<file path="src/rtl/hamming_serial_rx_if.sv">
// hamming_serial_rx_if: serial bit stream in, decoded word and status out
interface hamming_serial_rx_if;
   logic       enable;
   logic       frame_start;
   logic       serial_in;
   logic       data_ready;
   logic [7:0] data_out;
   logic       data_valid;
   logic       err_corrected;
   logic       err_uncorr;
   logic [3:0] err_pos;
   logic       overrun;
   modport master (
      output enable, frame_start, serial_in, data_ready,
      input  data_out, data_valid, err_corrected, err_uncorr, err_pos, overrun
   );
   modport slave (
      input  enable, frame_start, serial_in, data_ready,
      output data_out, data_valid, err_corrected, err_uncorr, err_pos, overrun
   );
endinterface

</file>
<file path="src/rtl/hamming_serial_rx.sv">
// hamming_serial_rx: shifts in a Hamming(12,8) codeword LSB-first, corrects single-bit errors
// and holds the decoded byte with its error flags until the consumer takes it
module hamming_serial_rx (
   input logic                  clk,
   input logic                  rst,
   hamming_serial_rx_if.slave   io_bus
);
   typedef enum logic [1:0] {IDLE, SHIFT, DECODE, VALID} state_t;
   state_t      r_state, w_next;
   logic [3:0]  r_cnt;
   logic [11:0] r_code;
   logic [7:0]  r_data;
   logic        r_valid, r_corr, r_uncorr, r_ovr;
   logic [3:0]  r_pos;
   logic        w_start, w_shift, w_in_range;
   logic [3:0]  w_syn;
   logic [11:0] w_fix;
   assign w_start = io_bus.enable & io_bus.frame_start;
   assign w_shift = (r_state == IDLE && w_start) || (r_state == SHIFT && io_bus.enable && r_cnt != 4'd12);
   // r_code[0] holds position 1 once all twelve bits are in
   always_comb begin
      w_syn = 4'd0;
      for (int i = 0; i < 12; i++) if (r_code[i]) w_syn = w_syn ^ 4'(i + 1);
   end
   assign w_in_range = w_syn != 4'd0 && w_syn <= 4'd12;
   assign w_fix = r_code ^ (w_in_range ? 12'd1 << (w_syn - 4'd1) : 12'd0);
   always_comb begin
      w_next = r_state;
      w_next = (r_state == IDLE && w_start)       ? SHIFT  :
               (r_state == SHIFT && r_cnt == 4'd12) ? DECODE :
               (r_state == DECODE)                  ? VALID  :
               (r_state == VALID && io_bus.data_ready) ? IDLE : r_state;
   end
   always_ff @(posedge clk) begin
      if (!rst) begin
         r_state  <= IDLE;
         r_cnt    <= 4'd0;
         r_code   <= 12'd0;
         r_data   <= 8'd0;
         r_valid  <= 1'b0;
         r_corr   <= 1'b0;
         r_uncorr <= 1'b0;
         r_pos    <= 4'd0;
         r_ovr    <= 1'b0;
      end else begin
         r_state <= w_next;
         if (w_shift) begin
            r_code <= {io_bus.serial_in, r_code[11:1]};
            r_cnt  <= (r_state == IDLE) ? 4'd1 : r_cnt + 4'd1;
         end
         if (r_state == DECODE) begin
            r_data   <= {w_fix[11:8], w_fix[6:4], w_fix[2]};
            r_valid  <= 1'b1;
            r_corr   <= w_in_range;
            r_uncorr <= w_syn >= 4'd13;
            r_pos    <= w_syn;
         end
         if (r_state == VALID && io_bus.data_ready) begin
            r_valid  <= 1'b0;
            r_corr   <= 1'b0;
            r_uncorr <= 1'b0;
            r_pos    <= 4'd0;
         end
         if (r_state == VALID && w_start) r_ovr <= 1'b1;
      end
   end
   assign io_bus.data_out      = r_data;
   assign io_bus.data_valid    = r_valid;
   assign io_bus.err_corrected = r_corr;
   assign io_bus.err_uncorr    = r_uncorr;
   assign io_bus.err_pos       = r_pos;
   assign io_bus.overrun       = r_ovr;
endmodule
</file>
<file path="src/flat_wrapper.sv">
// flat-port wrapper written by rule: the top's interface ports become plain ports
module hamming_serial_rx_flat 
  (clk, rst, io_bus_enable, io_bus_frame_start, io_bus_serial_in, io_bus_data_ready, io_bus_data_out, io_bus_data_valid, io_bus_err_corrected, io_bus_err_uncorr, io_bus_err_pos, io_bus_overrun);
  hamming_serial_rx_if io_bus_i ();
  input logic clk;
  input logic rst;
  input wire logic [$bits(io_bus_i.enable)-1:0] io_bus_enable;
  input wire logic [$bits(io_bus_i.frame_start)-1:0] io_bus_frame_start;
  input wire logic [$bits(io_bus_i.serial_in)-1:0] io_bus_serial_in;
  input wire logic [$bits(io_bus_i.data_ready)-1:0] io_bus_data_ready;
  output wire logic [$bits(io_bus_i.data_out)-1:0] io_bus_data_out;
  output wire logic [$bits(io_bus_i.data_valid)-1:0] io_bus_data_valid;
  output wire logic [$bits(io_bus_i.err_corrected)-1:0] io_bus_err_corrected;
  output wire logic [$bits(io_bus_i.err_uncorr)-1:0] io_bus_err_uncorr;
  output wire logic [$bits(io_bus_i.err_pos)-1:0] io_bus_err_pos;
  output wire logic [$bits(io_bus_i.overrun)-1:0] io_bus_overrun;
  assign io_bus_i.enable = io_bus_enable;
  assign io_bus_i.frame_start = io_bus_frame_start;
  assign io_bus_i.serial_in = io_bus_serial_in;
  assign io_bus_i.data_ready = io_bus_data_ready;
  assign io_bus_data_out = io_bus_i.data_out;
  assign io_bus_data_valid = io_bus_i.data_valid;
  assign io_bus_err_corrected = io_bus_i.err_corrected;
  assign io_bus_err_uncorr = io_bus_i.err_uncorr;
  assign io_bus_err_pos = io_bus_i.err_pos;
  assign io_bus_overrun = io_bus_i.overrun;
  hamming_serial_rx u_core (.clk(clk), .rst(rst), .io_bus(io_bus_i));
endmodule
</file>
<file path="config.mk">
export PLATFORM = sky130hd
export DESIGN_NAME = hamming_serial_rx_flat
export DESIGN_NICKNAME = d
export VERILOG_FILES = /design/src/rtl/hamming_serial_rx_if.sv /design/src/rtl/hamming_serial_rx.sv /design/src/flat_wrapper.sv
export SDC_FILE = /design/constraint.sdc
export NUM_CORES = 1
export LEC_CHECK = 0
export ABC_AREA = 1
export CAP_MARGIN = 40
export CELL_PAD_IN_SITES_DETAIL_PLACEMENT = 1
export CELL_PAD_IN_SITES_GLOBAL_PLACEMENT = 2
export CORE_UTILIZATION = 32
export DETAILED_ROUTE_END_ITERATION = 10
export MAX_ROUTING_LAYER = met4
export PLACE_DENSITY = 0.83
export SLEW_MARGIN = 20
export SYNTH_ARGS = -nofsm -noshare
export SYNTH_HDL_FRONTEND = slang
export SYNTH_SLANG_ARGS = --single-unit
</file>
<file path="constraint.sdc">
create_clock -name clk -period 3.5 [get_ports clk]
set_input_delay 0.875 -clock clk [delete_from_list [all_inputs] [get_ports clk]]
set_output_delay 0.875 -clock clk [all_outputs]
set_load 0.1 [all_outputs]
</file>
==> results.cfg <==
[outcome]
status = finished clean

[yosys]
netlist-cell-type-count = 27
syn-num-nets = 286
syn_area_per_cell_um2 = 6.60
seq_area_frac_synth_pct = 37.1
yosys_register_bits = 34
async_flop_share_pct = 0
synth_cells = 278
ys.warnings.count = 0
synth_edf_count = 0
yosys_most_used_dff = dfxtp_1
synth_area_um2 = 1830

[clock_network]
cts_buffer_depth = 2
ctsHoldBuffers = 0
post-cts-setup-buffers = 0
cts-resized-gates = 0
numCtsBuffers = 5
h-tree-depth = 2
cts_tree = built
clkTransAtPathRegs_ns = 0.07
clkLatencyLatePin_ns = 0.29
cts-root-buf = clkbuf_8
clock_sinks = 34

[grt]
grt_start_max_net_pins = 22
grt_pass1_vias = 1763
gr-usage-all-layers_pct = 18.9
gr-total-overflow = 0
grt_pass1_wl_mm = 8.56
antenna_found_initial = 0

[placement]
gp_congestion = 0.729
dp_slack_ns = 0.910
io_buffers = 21
dpl_cell_area_um2 = 2090
hpwl_mm = 3.94

[finish]
drive_gt1_share_pct = 15.0
antenna_cells = 0
fillers = 735
multi_input_area_um2 = 981
stdcell_area_um2 = 2200
regArea_um2 = 681
final_nets = 309
syn_to_final_growth_pct = 19.9

[sta]
slew_violations = 0
fmax_mhz = 442
skew_ns = 0.00449
rsz0062_at_grt = false
worst_slew_pin_slew_ns = 0.534
slew_headroom_pct = 64.3
fin_ws_ns = 1.24
fin_tns_setup_ns = 0
hold_viol = 0
setup_viol = 0
period_needed_ns = 2.26
fin_crit_sh_pct = 64.6

[setup_path]
crit_path_end_kind = flop
arrival_ns = 2.44
required_ns = 3.68
worst-path-max-fanout = 15
crit_type = in2reg
worstRegToRegCells = 10
cp-start-kind = primary input
regToRegStartpoint = u_core.r_cnt[0]
r2r_end = u_core.r_cnt[0]
rrSetupSlack_ns = 1.66

[power]
power.density_nw_per_um2 = 484
total_power_mw = 1.06
p_leak_nw = 1.00
ir_drop_uv = 215

[die]
die-area_um2 = 6040
die_w_um = 77.7
std_cell_rows = 27
start_util_pct = 33.3
ios = 22
die_h_um = 77.7
core_um2 = 5510

[hold_path]
min_path_cells = 2
hold_start = u_core.io_bus.overrun
whs_endpoint = u_core.io_bus.overrun
hp-class = reg2reg

[drt]
num_vias = 1777
first_pass_iters = 4
ant_nets = 0
wire_per_inst_um = 13.6
drc = 0
drtIter0Drc = 55
viasPerCell = 4.76
wl_mm = 5.07

[job]
drv_cap = 0
==> through the flow <==
stage | util (%) | hold slack [ns] | std cells
2_1_floorplan | - | 0.453 | 278
3_3_place_gp | 37.6 | 0.453 | 365
3_5_place_dp | 37.9 | 0.470 | 366
4_1_cts | 39.9 | 0.487 | 373
5_1_grt | 39.9 | 0.502 | 373
6_report | 39.9 | 0.475 | 373
==> synth_stat cells, types with 4 or more instances <==
cell	count	share of area (%)
a21oi_1	21	5.7
buf_2	4	1.1
dfxtp_1	34	37
inv_1	31	6.3
inv_2	6	1.2
nand2_1	65	13
nand2_2	6	2.0
nand3_1	28	7.6
nand4_1	4	1.4
nor2_1	34	7.0
nor2_4	4	2.5
nor3_1	5	1.4
o21ai_0	17	4.6
==> critical path: stages <==
cell	delay (ns)
clkdlybuf4s50_1	0.47
nand2_1	0.09
nor2_1	0.11
inv_1	0.05
nand2_1	0.34
inv_1	0.21
o31ai_1	0.23
a21oi_1	0.06
==> placed cells by master (no fill, tap or decap), types with 17 or more instances in the layout <==
master / n
nand2_1: 65
dfxtp_1: 34
nor2_1: 33
inv_1: 31
nand3_1: 28
a21oi_1: 21
o21ai_0: 17
buf_4: 17
==> power by group <==
| part | switching, mW | total (mW) | internal, mW |
|---|---|---|---|
| Clock | 0.144 | 0.372 | 0.228 |
| Sequential | 0.0204 | 0.422 | 0.401 |
| Combinational | 0.187 | 0.270 | 0.0833 |
| Total | 0.351 | 1.06 | 0.712 |
==> layer usage <==
metal | share of wire, % | GRT usage, % | up-vias
li1 | - | - | 932
met1 | 49 | 23.9 | 820
met2 | 47 | 30.4 | 17
met3 | 2.1 | 3.88 | 8
met4 | 1.7 | 5.66 | 0
met5 | 0 | - | -
==> how the worst max path moves through the flow <==
stage,startpoint,endpoint,slack [ns],depth (start not counted)
2_1_floorplan,u_core.io_bus.data_out[0],io_bus_data_out[0],1.70,0
3_3_place_gp,io_bus_enable,u_core.r_cnt[0],1.00,8
3_5_place_dp,io_bus_enable,u_core.r_cnt[0],0.91,8
4_1_cts,io_bus_enable,u_core.r_cnt[0],1.23,8
5_1_grt,io_bus_enable,u_core.r_code[11],1.08,8
6_report,io_bus_enable,u_core.r_cnt[0],1.24,8
==> logic make-up after synthesis <==
| group | Yosys count | share of synthesized area [%] |
|---|---|---|
| adders and majority gates | 2 | 1.36 |
| buffers and inverters | 45 | 9.55 |
| and+or+nand+nor | 150 | 37.9 |
| DFF | 34 | 37.1 |
| xor gates and xnor gates | 3 | 1.43 |
| AOI/OAI and AO/OA | 44 | 12.7 |
==> flip-flops by register name, indices dropped and copies added, names as in the netlist <==
signal / flops
u_core.io_bus.data_out: 8
u_core.io_bus.data_valid: 1
u_core.io_bus.err_corrected: 1
u_core.io_bus.err_pos: 4
u_core.io_bus.err_uncorr: 1
u_core.io_bus.overrun: 1
u_core.r_cnt: 4
u_core.r_code: 12
u_core.r_state: 2
==> final cells by class <==
class | instances | share of cell area [%]
timing repair buffer | 23 | 8.76
multi-input combinational | 199 | 44.6
clock inverter | 1 | 1.37
sequential | 34 | 30.9
tap | 72 | 4.10
clock buffer | 6 | 3.75
inverter | 38 | 6.48
Note: power is estimated with default switching activity, not from simulation.
